`src/rtl/pipeline_buffer.sv`:
```
// pipeline_buffer: circular valid/ready buffer of DEPTH entries of WIDTH bits (any DEPTH, 2..16).
// Latency: 1 cycle from push to out_data; 0 cycles when PIPELINE_BUFFER_BYPASS_EN is defined and the buffer is empty.
// Backpressure: in_ready = (count < DEPTH) || out_ready, so a full buffer takes a push on the same edge as a pop.
module pipeline_buffer #(
  parameter int               WIDTH   = 32,
  parameter int               DEPTH   = 2,
  parameter logic [WIDTH-1:0] RST_VAL = '0
) (
  input  logic                       clk,
  input  logic                       rst,
  input  logic                       flush,
  input  logic                       in_valid,
  output logic                       in_ready,
  input  logic [WIDTH-1:0]           in_data,
  output logic                       out_valid,
  input  logic                       out_ready,
  output logic [WIDTH-1:0]           out_data,
  output logic [$clog2(DEPTH+1)-1:0] count
);

  localparam int PW = (DEPTH > 1) ? $clog2(DEPTH) : 1;
  localparam int CW = $clog2(DEPTH + 1);

  // Storage is not reset: only pointers and occupancy are architectural.
  logic [WIDTH-1:0] mem [DEPTH];
  logic [PW-1:0]    head;
  logic [PW-1:0]    tail;
  logic [CW-1:0]    count_q;
  logic             not_empty;
  logic             bypass;
  logic             push;
  logic             pop;

  // Explicit wrap at DEPTH-1 so non-power-of-two depths work.
  function automatic logic [PW-1:0] ptr_inc(input logic [PW-1:0] p);
    return (p == PW'(DEPTH - 1)) ? '0 : p + 1'b1;
  endfunction

  assign not_empty = (count_q != '0);
  assign in_ready  = (count_q < CW'(DEPTH)) || out_ready;

`ifdef PIPELINE_BUFFER_BYPASS_EN
  // Empty buffer with a ready consumer: hand in_data straight through, store nothing.
  assign bypass = !rst && !not_empty && in_valid && out_ready && !flush;
`else
  assign bypass = 1'b0;
`endif

  assign push  = in_valid && in_ready && !flush && !bypass;
  assign pop   = not_empty && out_ready && !flush;
  assign count = count_q;

  // Output mux: oldest entry when occupied, RST_VAL otherwise (or the bypassed input).
  always_comb begin
    out_valid = not_empty;
    out_data  = not_empty ? mem[head] : RST_VAL;
`ifdef PIPELINE_BUFFER_BYPASS_EN
    if (bypass) begin
      out_valid = 1'b1;
      out_data  = in_data;
    end
`endif
  end

  // Pointer and occupancy state; flush outranks push and pop.
  always_ff @(posedge clk or posedge rst) begin
    if (rst) begin
      head    <= '0;
      tail    <= '0;
      count_q <= '0;
    end else if (flush) begin
      head    <= '0;
      tail    <= '0;
      count_q <= '0;
    end else begin
      if (push) tail <= ptr_inc(tail);
      if (pop)  head <= ptr_inc(head);
      case ({push, pop})
        2'b10:   count_q <= count_q + 1'b1;
        2'b01:   count_q <= count_q - 1'b1;
        default: count_q <= count_q;
      endcase
    end
  end

  // Entry write at the tail; a full buffer only pushes while popping, so head is never overwritten early.
  always_ff @(posedge clk) begin
    if (push) mem[tail] <= in_data;
  end

endmodule

```
`config.mk`:
```
export PLATFORM = sky130hd
export DESIGN_NAME = pipeline_buffer
export DESIGN_NICKNAME = d
export VERILOG_FILES = /design/src/rtl/pipeline_buffer.sv
export SDC_FILE = /design/constraint.sdc
export NUM_CORES = 1
export LEC_CHECK = 0
export CAP_MARGIN = 0
export CELL_PAD_IN_SITES_DETAIL_PLACEMENT = 2
export CELL_PAD_IN_SITES_GLOBAL_PLACEMENT = 2
export CORE_MARGIN = 2
export CORE_UTILIZATION = 35
export DETAILED_ROUTE_END_ITERATION = 8
export GPL_TIMING_DRIVEN = 0
export PLACE_DENSITY = 0.9
export SYNTH_ARGS = -nofsm -noshare
export SYNTH_HDL_FRONTEND = slang
export SYNTH_SLANG_ARGS = --single-unit
```
`constraint.sdc`:
```
create_clock -name clk -period 7 [get_ports clk]
set_input_delay 0.7 -clock clk [delete_from_list [all_inputs] [get_ports clk]]
set_output_delay 0.7 -clock clk [all_outputs]
set_load 0.05 [all_outputs]
```
* Word level (Yosys, flattened, before mapping) *
Memories as Yosys holds them, arrays and structs flattened.
Index checks and enable logic that the tools add are counted.

storage, ports and cells
  bits in registers = 4
  memory bits (writable) = 64
  input bits = 37
  output and inout bits = 36
  memories = 1

memory list
  name  words  width  rd ports  clocked after Yosys merged registers in  wr ports  line  RTL
  mem   2      32     1         0                                        1         25    logic [WIDTH-1:0] mem [DEPTH];

operators by class
  add/sub/neg operators = 4
  $lt $le $gt $ge = 1
  equality and inequality tests = 2
  mux-type cells = 11
  reduce and logical (&&, ||, !) cells = 10

operator list
  cell                                                                count
  32-bit 2-to-1 mux                                                   1
  1-bit 2-to-1 mux                                                    8
  2-bit nonzero test                                                  3
  1-bit logical AND                                                   4
  2-bit one-hot mux with 2 select lines                               1
  3-bit nonzero test                                                  1
  1-bit adder, second input constant                                  2
  2-bit by 1-bit adder with 2-bit output, second input constant       1
  2-bit by 1-bit == test with 1-bit output, second input constant     1
  2-bit == test, second input constant                                1
  2-bit less-than comparator, second input constant                   1
  2-bit 2-to-1 mux                                                    1
  2-bit by 1-bit subtractor with 2-bit output, second input constant  1
  1-bit logical NOT                                                   1
  1-bit logical OR                                                    1

* Logic depth before layout (Yosys ltp) *
Gate-level depths: netlist of run 1.

  depth in word-level cells = 7
  depth in mapped cells = 4
  depth with buffers taken out = 4

* Worst setup path after synthesis of run 1 *
Ideal clock, no wire load.

  path kind = register to register
  start point = register count_q[1] (netlist: count[1])
  end point = memory mem[1][0] (enable)
  library setup time = 0.468 ns
  arrival time = 3.701 ns
  data required time = 6.532 ns
  setup slack = 2.831 ns
  stages on the path, launching flop included = 5
  path buffers = 0
  cell sequence = dfrtp_1 -> nor2b_1 -> inv_1 -> nand2_1 -> nor3b_1

between the ends
  cells in the longest elaborated chain, start to end = 6

RTL lines
  item                                    line  RTL
  start, declared                         28    logic [CW-1:0] count_q;
  start signal, assigned                  79    2'b10: count_q <= count_q + 1'b1;
  start signal, assigned                  80    2'b01: count_q <= count_q - 1'b1;
  start signal, assigned                  81    default: count_q <= count_q;
  2-bit less-than comparator              40    assign in_ready = (count_q < CW'(DEPTH)) || out_ready;
  1-bit logical OR                        40
  net in_ready                            13    output logic in_ready,
  1-bit logical AND (2 in a row)          49    assign push = in_valid && in_ready && !flush && !bypass;
  1-bit 2-to-1 mux                        88    if (push) mem[tail] <= in_data;
  1-bit 2-to-1 mux (not written as such)  88
  end, declared                           25

The timed path passes the listed nets, and every way through them passes these cells.

* Final worst setup path of run 1 *
  start point = input port out_ready
  end point = output port in_ready

between the ends
  cells in the longest elaborated chain, start to end = 1

RTL lines
  item              line  RTL
  start, declared   16    input logic out_ready,
  1-bit logical OR  40
  end, declared     13

No other way between the ends.

==> flow_summary_export.csv, run 1 <==
group,metric,value,unit
outcome,outcome,"finished clean",
clocking,cts_htree_levels,3,
finish,stdcell_count,353,
sta,hold_viol,0,
synthesis,synth_area_leaders,"edfxtp_1, mux2i_1, nor2_1",
worst_setup_path,critPathCaptureType,"output pin",
drt,ant_nets,0,
floorplanning,ios,73,
place,place_hpwl,4.71,mm
clocking,cts_hold_buf,0,
clocking,cts_tree,"done",
clocking,clockBufferDepth,2,
drt,drt-wirelength-per-cell,18.4,um
flow_run,drv_cap,0,
global_route,gr-total-overflow,0,
floorplanning,fp.dieArea,8250,um^2
sta,skew,3.84,ps
sta,maxClockFrequency,324,MHz
global_route,grtUsageMet1,18.1,%
synthesis,synthTopCellsByCount,"edfxtp_1, nor2_1, mux2i_1, inv_1",
sta,slew_viol_final,0,
drt,vias,1622,
place,dp_slack,3920,ps
synthesis,synth-main-ff-cell,"edfxtp_1",
synthesis,syn_area_per_cell,16.2,um^2
synthesis,synth_top_cell_area_share,72.8,%
synthesis,syn-cell-area,2640,um^2
synthesis,synthArstFlopShare,5.88,%
sta,final-setup-viol-count,0,
drt,drt_wl_total,6.50,mm
synthesis,synth.most_common_cell,"edfxtp_1",
global_route,grt_pass1_wl,10.2,mm
sta,tns,0,ps
finish,areaGrowthSynthToFinish,40.9,%
drt,drt-initial-drc-count,50,
power_and_ir_drop,p_leak,1.26,nW
synthesis,ys.warnings.count,0,
clocking,clk_pin_slew_worst_paths,70,ps
global_route,track_usage,16.6,%
sta,slew_headroom,41.3,%
sta,rsz0062_at_grt,"false",
clocking,cts.repair.resized,0,
sta,finalCritPeriodShare,44.2,%
worst_setup_path,worstPathArrival,2390,ps
global_route,grt_max_degree,14,
clocking,clk_latency,330,ps
global_route,antenna_found_initial,0,
synthesis,yosysSeqAreaShare,76.6,%
synthesis,synth_cell_type_count,16,
worst_setup_path,worstPathRequired,6300,ps
sta,fin_ws,3910,ps
synthesis,syn-instance-count,163,
sta,tightest_slew,877,ps
global_route,grt_pass1_vias,1930,
synthesis,yosysTopAreaCell,"edfxtp_1",
sta,min_period,3090,ps
clocking,post_cts_buffers,0,
place,placedCellCount,338,
drt,post-route-drc-count,0,
synthesis,synth_edf_count,64,
drt,vias_per_cell,4.59,
min_path,hold_path.class,"in2async",
clocking,numCtsBuffers,9,
power_and_ir_drop,power_density,256,nW/um^2
global_route,grt_busiest_layer,"met2",
synthesis,synth_seq_cells,68,
finish,diodes,0,
place,gp_congestion,0.637,
floorplanning,die_height,90.8,um
clocking,root_buffer,"clkbuf_8",
finish,drive_above_1_share,11.0,%
synthesis,syn_nets,200,
global_route,met3_usage,4.34,%
floorplanning,floorplan.initialDensity,36.2,%
finish,final_nets,287,
place,port_buffers,72,
worst_setup_path,crit_path_max_fanout,7,
global_route,use_met2,30.5,%
floorplanning,rows,31,
floorplanning,core,7290,um^2
worst_setup_path,startpoint_type,"input port",
finish,fill_cells,710,
clocking,cts_sinks,68,
worst_setup_path,path_class,"in2out",
drt,firstDrtPassIters,4,
power_and_ir_drop,vdd_ir_drop_max,130,uV
power_and_ir_drop,power,0.951,mW
floorplanning,die_width,90.8,um
[layout by cell type (no fill, tap or decap)]
cell type	n
edfxtp_1	64
nand2_1	2
mux2i_1	32
a21oi_1	2
mux4_2	1
clkbuf_8	9
nor3_2	1
buf_6	4
clkdlybuf4s50_1	72
or3_1	1
xor2_1	1
clkinvlp_4	1
nor3b_2	1
clkinv_2	3
buf_2	4
o21ai_0	4
buf_4	3
bufinv_16	1
inv_1	5
dfrtp_1	4
nor2_1	36
clkinv_1	1
nor2b_1	2
[layer usage]
metal | routed length [um] | part of all wire [%]
met1 | 2530 | 39
met2 | 3540 | 54
met3 | 312 | 4.8
met4 | 116 | 1.8
met5 | 0 | 0
[power breakdown]
group,internal (mW),total [mW],switching (mW)
Sequential,0.461,0.467,0.00561
Combinational,0.0685,0.179,0.111
Clock,0.159,0.305,0.146
[worst max-delay path, cell delays in order]
cell and delay, ps:
clkdlybuf4s50_1 620, nor2b_1 120, inv_1 110, clkdlybuf4s50_1 840
[registers in the layout, indices dropped and copies added, names as in the netlist]
register  count
mem          64
count         2
head          1
tail          1
[area by class of cell]
class                   instances  area [um^2]  area share, %
plain buffers                   7         42.5           1.14
clock buffers                   9          124           3.33
clock inverters                 6         56.3           1.51
inverters                       5         18.8          0.505
multi-input cells              83          566           15.2
flip-flops and latches         68         2020           54.4
well taps                      99          124           3.33
repair buffers                 76          766           20.6
[cells by family after synthesis]
group	share of synthesized area (%)
AO/OA/AOI/OAI	1.14
multiplexers	13.0
AND/OR/NAND/NOR	6.59
XOR/XNOR	0.332
flip-flops	76.6
buffers and inverters	2.32
[path summary, 6_finish.rpt]
check	from	endpoint	cells past startpoint	slack [ps]
setup / recovery	out_ready	in_ready	4	3910
hold / removal	rst	head	2	570
setup reg to reg	count[1]	mem[1][22]	5	4810
hold reg to reg	tail	tail	2	630
max in group asynchronous	rst	count[1]	2	6260
min in group clk	tail	tail	2	630
[stage by stage]
stage	hold slack (ps)	cell area [um^2]	utilization, %
after floorplan	466	2640	-
after global placement	558	3480	47.8
after detailed placement	632	3540	48.5
after CTS	574	3720	51.0
after global routing	590	3720	51.0
final	568	3720	51.0
No activity file was read; power rests on OpenSTA's default activity.
==> run 2, diff against run 1 <==
Settings changed: CORE_UTILIZATION 35 to 29, PLACE_DENSITY 0.9 to 0.8.
Clock period 7 ns to 2.79 ns, I/O delays scaled along.
==> run 2 against run 1 <==
  * Worst hold slack lost 450 ps
  * Critical endpoint is now out_data[31]
  * Total power rose to 2.7 times the previous value
  * Worst setup slack got worse by 3700 ps
  * First-iteration DRC count fell by 12%
  * Final cell count up 2.3%
  * Wire length down 11%
  * Sequential power grew to 2.5 times the previous value
==> flow_summary_export.csv, run 2 (synthesized netlist as in run 1, its figures left out) <==
group,metric,value,unit
outcome,outcome,"finished clean",
global_route,track_usage,12.8,%
power_and_ir_drop,p_leak,1.29,nW
sta,rsz0062_at_grt,"false",
sta,slew_viol_final,0,
place,placed_area,3570,um^2
finish,largest-register,"mem",
place,gp_congestion,0.721,
finish,finalInstanceArea,3810,um^2
clocking,cts_sinks,68,
worst_setup_path,worstPathRequired,2510,ps
drt,ant_nets,0,
floorplanning,core,8760,um^2
sta,skew,10.7,ps
finish,diodes,0,
drt,vias,1623,
floorplanning,die_height,99.4,um
worst_setup_path,slowest_stage,"clkdlybuf4s50_1",
sta,holdWs,117,ps
place,port_buffers,72,
min_path,hold_path.class,"in2async",
sta,tns,0,ps
worst_setup_path,startpoint_type,"register",
global_route,grt_pass1_vias,1792,
drt,vias_per_cell,4.50,
clocking,cts.repair.resized,0,
clocking,clockBufferDepth,2,
floorplanning,floorplan.initialDensity,30.1,%
sta,tightest_slew,893,ps
power_and_ir_drop,power_density,681,nW/um^2
finish,drive_above_1_share,10.7,%
clocking,post_cts_buffers,0,
worst_setup_path,critPathCaptureType,"output pin",
worst_setup_path,crit_path_max_incr_delay,710,ps
drt,firstDrtPassIters,4,
global_route,antenna_found_initial,0,
global_route,grt_max_degree,19,
clocking,clk_latency,340,ps
floorplanning,ios,73,
finish,final_util,43.5,%
sta,final-setup-viol-count,0,
worst_setup_path,r2r_slack,570,ps
clocking,root_buffer,"clkbuf_8",
clocking,cts_tree,"done",
sta,finalCritPeriodShare,93.6,%
worst_setup_path,crit_path_max_fanout,10,
drt,post-route-drc-count,0,
clocking,cts_hold_buf,0,
worst_setup_path,r2r-end,"mem[1][15]",
global_route,grt_pass1_wl,9.34,mm
worst_setup_path,path_cells,"nor2_1, buf_2, nor2_1, clkdlybuf4s50_1",
power_and_ir_drop,vdd_ir_drop_max,281,uV
worst_setup_path,path_class,"reg2out",
finish,areaGrowthSynthToFinish,44.4,%
floorplanning,rows,34,
global_route,gr-total-overflow,0,
worst_setup_path,cpMostUsedCell,"nor2_1",
clocking,cts_htree_levels,3,
clocking,clk_pin_slew_worst_paths,80,ps
flow_run,drv_cap,0,
place,place_hpwl,4.13,mm
floorplanning,die_width,99.4,um
clocking,numCtsBuffers,9,
finish,final_nets,285,
worst_setup_path,r2r-start,"count[1]",
sta,min_period,2610,ps
finish,largest_register_ffs,64,
floorplanning,fp.dieArea,9880,um^2
finish,final_cell_mix,"clkdlybuf4s50_1, edfxtp_1, nor2_1",
sta,slew_headroom,40.4,%
finish,layout_commonest_cell,"clkdlybuf4s50_1",
drt,drt-initial-drc-count,44,
worst_setup_path,worstPathArrival,2330,ps
drt,drt_wl_total,5.81,mm
drt,drt-wirelength-per-cell,16.1,um
sta,maxClockFrequency,383,MHz
sta,hold_viol,0,
worst_setup_path,r2r_cells,5,
==> run 2: cell types whose count changed in the layout (fill, tap and decap cells not counted), sizes merged <==
cell    change
clkinv      -3
buf         -2
bufinv      +2
clkbuf      +1
inv         +1
==> run 2: area by class of cell <==
cell class,count,area (um^2)
Buffer,7,42.5
Clock buffer,10,128
Clock inverter,6,111
Fill cell,869,4950
Inverter,5,18.8
Multi-Input combinational cell,83,578
Sequential cell,68,2020
Tap cell,108,135
Timing Repair Buffer,74,776
==> run 2: metrics by stage <==
step	worst slack (ps)	power (mW)	cells
floorplan	87.5	1.46	163
detailed placement	206	1.65	345
global route	2.18	2.70	361
CTS	115	2.64	361
finish	178	2.60	361
global placement	-160	1.63	343
==> run 2: worst max-delay path: cells and delay by family, from the launching register on <==
family	cells	cell delay (ps)
DFF	1	480
and+or+nand+nor	2	470
buffers and inverters	2	1030
==> run 2: power by group <==
part / switching, mW / internal (mW)
registers: 0.0132 / 1.16
clock network: 0.382 / 0.596
logic: 0.275 / 0.175
==> run 2: routing by layer <==
layer	vias up	share of wire, %	global-route usage (%)
met2	52	52	21.6
met4	0	1.5	6.32
li1	762	-	-
met1	800	40	15.0
met5	-	0	0
met3	9	5.9	3.58
==> run 2: worst max path at each step <==
stage	from	endpoint	slack (ps)	cells past startpoint
5_1_grt	count[1]	out_data[27]	2	4
3_3_place_gp	out_ready	mem[1][24]	-160	5
4_1_cts	count[1]	out_data[0]	120	4
2_1_floorplan	count[1]	mem[1][0]	90	4
3_5_place_dp	out_ready	mem[1][13]	210	6
6_report	count[1]	out_data[31]	180	4
